**src/rtl/spi_slave_sync.sv**
```systemverilog
// spi_slave_sync: SPI mode-0 slave that oversamples sclk/cs/mosi in the clk domain.
// Config macro: SPI_SLV_MSB_FIRST_EN. When it is defined, both directions are MSB-first.
// When it is undefined (the default), both directions are LSB-first.
// Ports:
//   clk, rst         system clock; synchronous active-low reset
//   sclk, cs, mosi   raw SPI bus from the master, asynchronous to clk
//   miso             slave-out data
//   tx_data, tx_load response word and its 1-cycle load strobe into the tx shadow
//   rx_data          last complete received word
//   rx_valid, err    1-cycle pulses: frame complete / frame aborted
//   busy             high while the FSM is not IDLE
module spi_slave_sync #(
    parameter int DW          = 12,
    parameter int SYNC_STAGES = 2
) (
    input  logic          clk,
    input  logic          rst,
    input  logic          sclk,
    input  logic          cs,
    input  logic          mosi,
    output logic          miso,
    input  logic [DW-1:0] tx_data,
    input  logic          tx_load,
    output logic [DW-1:0] rx_data,
    output logic          rx_valid,
    output logic          err,
    output logic          busy
);
    localparam int CW = $clog2(DW + 1);
    localparam logic [1:0] IDLE = 2'd0, SHIFT = 2'd1, WAIT_CS = 2'd2;

    logic [SYNC_STAGES-1:0] sclk_q, cs_q, mosi_q;
    logic sclk_d, cs_d, mosi_d;
    logic sclk_rise, sclk_fall, cs_fall, cs_rise;
    logic [1:0] state;
    logic [CW-1:0] cnt;
    logic [DW-1:0] shadow, tx_sh, rx_sh, tx_first, tx_next, rx_next;
    logic miso_first, miso_next;

    assign busy = (state != IDLE);

    // The synchronizers reset to the bus idle levels, so releasing reset never produces a false edge.
    // The edge events are registered, which puts each one SYNC_STAGES+1 clk after the raw edge.
    // mosi_d is delayed the same way as the edge events, so it lines up with them.
    always_ff @(posedge clk) begin
        if (!rst) begin
            sclk_q    <= '0;
            cs_q      <= '1;
            mosi_q    <= '0;
            sclk_d    <= 1'b0;
            cs_d      <= 1'b1;
            mosi_d    <= 1'b0;
            sclk_rise <= 1'b0;
            sclk_fall <= 1'b0;
            cs_fall   <= 1'b0;
            cs_rise   <= 1'b0;
        end else begin
            sclk_q    <= {sclk_q[SYNC_STAGES-2:0], sclk};
            cs_q      <= {cs_q[SYNC_STAGES-2:0], cs};
            mosi_q    <= {mosi_q[SYNC_STAGES-2:0], mosi};
            sclk_d    <= sclk_q[SYNC_STAGES-1];
            cs_d      <= cs_q[SYNC_STAGES-1];
            mosi_d    <= mosi_q[SYNC_STAGES-1];
            sclk_rise <= sclk_q[SYNC_STAGES-1] & ~sclk_d;
            sclk_fall <= ~sclk_q[SYNC_STAGES-1] & sclk_d;
            cs_fall   <= ~cs_q[SYNC_STAGES-1] & cs_d;
            cs_rise   <= cs_q[SYNC_STAGES-1] & ~cs_d;
        end
    end

    // A tx_load that lands in the same cycle as the cs fall bypasses the shadow register.
    always_comb begin
        tx_first = tx_load ? tx_data : shadow;
`ifdef SPI_SLV_MSB_FIRST_EN
        rx_next    = {rx_sh[DW-2:0], mosi_d};
        tx_next    = tx_sh << 1;
        miso_first = tx_first[DW-1];
        miso_next  = tx_sh[DW-2];
`else
        rx_next    = {mosi_d, rx_sh[DW-1:1]};
        tx_next    = tx_sh >> 1;
        miso_first = tx_first[0];
        miso_next  = tx_sh[1];
`endif
    end

    always_ff @(posedge clk) begin
        if (!rst) begin
            state    <= IDLE;
            cnt      <= '0;
            shadow   <= '0;
            tx_sh    <= '0;
            rx_sh    <= '0;
            rx_data  <= '0;
            rx_valid <= 1'b0;
            err      <= 1'b0;
            miso     <= 1'b0;
        end else begin
            rx_valid <= 1'b0;
            err      <= 1'b0;
            if (tx_load)
                shadow <= tx_data;
            case (state)
                IDLE: begin
                    miso <= 1'b0;
                    if (cs_fall) begin
                        tx_sh <= tx_first;
                        miso  <= miso_first;
                        cnt   <= '0;
                        state <= SHIFT;
                    end
                end
                SHIFT: begin
                    if (cnt == CW'(DW)) begin
                        // The frame is complete. A cs rise in this same cycle just skips WAIT_CS.
                        rx_data  <= rx_sh;
                        rx_valid <= 1'b1;
                        state    <= cs_rise ? IDLE : WAIT_CS;
                        miso     <= cs_rise ? 1'b0 : miso;
                    end else if (cs_rise) begin
                        // cs rise wins over sclk. The exception is a final rise that arrives with it, which still completes the frame.
                        state <= IDLE;
                        miso  <= 1'b0;
                        if (sclk_rise && cnt == CW'(DW - 1)) begin
                            rx_data  <= rx_next;
                            rx_valid <= 1'b1;
                        end else begin
                            err <= 1'b1;
                        end
                    end else begin
                        if (sclk_rise) begin
                            rx_sh <= rx_next;
                            cnt   <= cnt + 1'b1;
                        end
                        if (sclk_fall) begin
                            tx_sh <= tx_next;
                            miso  <= miso_next;
                        end
                    end
                end
                WAIT_CS: begin
                    if (cs_rise) begin
                        state <= IDLE;
                        miso  <= 1'b0;
                    end
                end
                default: state <= IDLE;
            endcase
        end
    end
endmodule

```
**config.mk**
```make
export PLATFORM = sky130hd
export DESIGN_NAME = spi_slave_sync
export DESIGN_NICKNAME = d
export VERILOG_FILES = /design/src/rtl/spi_slave_sync.sv
export SDC_FILE = /design/constraint.sdc
export NUM_CORES = 1
export LEC_CHECK = 0
export BUFFER_PORTS_ARGS = -buffer_cell sky130_fd_sc_hd__buf_2
export CAP_MARGIN = 20
export CORE_ASPECT_RATIO = 0.5
export CORE_MARGIN = 2
export CORE_UTILIZATION = 41
export CTS_CLUSTER_DIAMETER = 40
export DETAILED_ROUTE_END_ITERATION = 12
export GPL_ROUTABILITY_DRIVEN = 0
export GPL_TIMING_DRIVEN = 1
export SETUP_SLACK_MARGIN = 0.4
export SLEW_MARGIN = 25
export SYNTH_ARGS = -nofsm -noshare
export SYNTH_HDL_FRONTEND = slang
export SYNTH_SLANG_ARGS = --single-unit
```
**constraint.sdc**
```tcl
create_clock -name clk -period 2 [get_ports clk]
set_input_delay 0.3 -clock clk [delete_from_list [all_inputs] [get_ports clk]]
set_output_delay 0.3 -clock clk [all_outputs]
set_load 0.01 [all_outputs]
```
==> results.cfg <==
[drt]
finalWirelength_mm = 5.70
dr.pass1.iters = 4
drc = 0
num_vias = 2149
postRouteAntennaNets = 0
drt_iter0_markers = 91
wl_per_cell_um = 13.2
viasPerCell = 4.99

[layout]
fin_nets = 359
area_growth_pct = 26.0
antenna_cells = 0
fin_util_pct = 53.8
drive_above_1_share_pct = 27.7
fillers = 640

[sta]
finalSetupViolCount = 0
fin_crit_ns = 1.58
rsz0062_at_grt = yes
fin_setup_tns_ns = 0
slew_headroom_pct = 73.3
slew_violations = 0
tightest_slew_ns = 0.390
post-route-period-util_pct = 78.9
fmax_ghz = 0.633
fin_worst_skew_ns = 0.00458
hold_viol = 0

[grt]
grtUsageTotal_pct = 16.3
grt_use_met2_pct = 26.1
grt_max_degree = 28
busiest_layer = met2
antenna_found_initial = 0
met1_usage_pct = 18.3
grt_pass1_vias = 2097
met3_usage_pct = 8.79
grt_pass1_wl_mm = 9.50
grt.overflow.total = 0

[setup_path]
ff2ff_path_depth = 7
timing.rr.start = state[0]$_SDFFE_PN0P_
endpoint_kind = flop
crit_required_ns = 2.22
critPathMaxFanout = 6
cp-startpoint = state[0]$_SDFFE_PN0P_
rrSetupSlack_ns = 0.42
path_class = flop to flop
crit_path_end = tx_sh[9]$_SDFFE_PN0P_
arrival_ns = 1.80
r2r_end = tx_sh[9]$_SDFFE_PN0P_
setup.worst_path.start_class = flop

[clock_network]
cts_hold_buf = 0
cts_tree = yes
insertion_delay_ns = 0.33
cts_sinks = 69
clk_pin_slew_ns = 0.05
numCtsBuffers = 9
clockBufferDepth = 2
htreeDepth = 3
cts_root_buf = clkbuf_16

[synth]
yosysMostFrequentCell = dfxtp_1
synth_top_cell_area_share_pct = 48.1
ys_seq_area_share_pct = 48.1
synthTopCellsByArea = dfxtp_1, mux2i_1, nor2_1
synth-seq-cells = 69
synth_edf_count = 0
yosysWarnings = 0
synthCells = 289
synth.top_cells.by_count = dfxtp_1, nor2_1, mux2i_1
synth_top_area_cell = dfxtp_1
avgSynthCellArea_um2 = 9.94
async_flop_share_pct = 0
yosysUniqueCellTypes = 42
synth.net_count = 314
ys.flop_type = dfxtp_1
synth_area_mm2 = 0.00287

[flow_run]
cap_violations = 0

[pwr]
power_density_mw_per_mm2 = 872
vdd_drop_max_uv = 604
p_leak_nw = 1.49

[worst_hold_path]
holdCritPathClass = input port to flop
min-delay-start = cs

[floorplan]
fp.dieH_um = 63.2
die_x_um = 122
ios = 34
initial_utilization_pct = 42.7
placementRows = 21
fp.dieArea_mm2 = 0.00773
coreArea_mm2 = 0.00673

[placement]
post-dp-hpwl_mm = 3.58
port_buffers = 33

[status]
outcome = finished clean
-- critical path: stages (launching register included) --
cell	delay, ns
dfxtp_4	0.38
inv_4	0.05
ha_4	0.16
mux2_4	0.22
o2111a_2	0.25
buf_6	0.15
mux2i_1	0.20
nor2_1	0.06
-- report_power, final --
part / internal, mW / switching [mW]
Combinational: 0.0638 / 0.0781
Clock: 1.06 / 0.540
Sequential: 1.40 / 0.0117
-- kinds of logic (layout without fill, tap and decap cells) --
family | count (synthesis) | after routing | synth area share (%)
adders and majority gates | 7 | 7 | 3.05
muxes | 47 | 47 | 16.6
AOI/OAI and AO/OA | 42 | 42 | 11.5
DFF | 69 | 69 | 48.1
and+or+nand+nor | 99 | 99 | 16.3
buffers and inverters | 25 | 75 | 4.49
-- state kept, by name, summed over array words and instances, names as in the netlist --
register   count
cnt            4
cs_d           1
cs_fall        1
cs_q           2
cs_rise        1
err            1
miso           1
mosi_d         1
mosi_q         2
rx_data       12
rx_sh         12
rx_valid       1
sclk_d         1
sclk_fall      1
sclk_q         2
sclk_rise      1
shadow        12
state          2
tx_sh         11
-- stage by stage --
step	total power, mW	hold slack [ns]	cells	setup slack [ns]	cell area (um2)
finish	3.16	0.146	431	0.421	3620
global route	3.30	0.145	431	0.360	3620
CTS	3.21	0.131	426	0.392	3510
detailed placement	1.58	0.401	406	0.195	3130
global placement	1.57	0.390	406	0.294	3130
floorplan	1.53	0.373	289	0.402	2880
-- how the worst min path moves through the flow --
stage	to	slack, ns	depth (start not counted)
3_5_place_dp	cs_q[1]$_SDFF_PN1_	0.40	1
4_1_cts	cs_q[0]$_SDFF_PN1_	0.13	2
2_1_floorplan	cs_q[0]$_SDFF_PN1_	0.37	1
3_3_place_gp	cs_q[1]$_SDFF_PN1_	0.39	1
6_report	cs_q[0]$_SDFF_PN1_	0.15	2
5_1_grt	cs_q[0]$_SDFF_PN1_	0.14	2
-- final cells by class --
class | count | area [um2] | share of cell area, %
well taps | 92 | 115 | 3.18
flip-flops and latches | 69 | 1390 | 38.4
multi-input cells | 195 | 1430 | 39.4
repair buffers | 50 | 338 | 9.34
clock buffers | 12 | 267 | 7.37
clock inverters | 4 | 45.0 | 1.24
inverters | 9 | 38.8 | 1.07
-- metal layers --
layer / part of all wire [%] / wire length [um] / vias to the layer above
li1: - / - / 1087
met1: 46 / 2640 / 996
met2: 46 / 2630 / 56
met3: 6.0 / 341 / 10
met4: 1.5 / 84 / 0
met5: 0 / 0 / -
-- cells in the final DEF, fill, tap and decap left out, types with 7 or more instances in the layout --
cell and instances:
nor2_1 47, and2_1 8, nand2_1 15, buf_2 33
o21ai_0 15, mux2i_1 44, dfxtp_1 65, buf_4 11
clkbuf_16 10, a211oi_2 7
-- what timing repair did --
action,CTS,global route
gates cloned,1,2
pin swaps,3,7
resized for setup,12,16
setup buffers,3,3
endpoints found under the hold margin,0,0
endpoints found under the setup margin,37,37
Note: power is estimated with default switching activity, not from simulation.
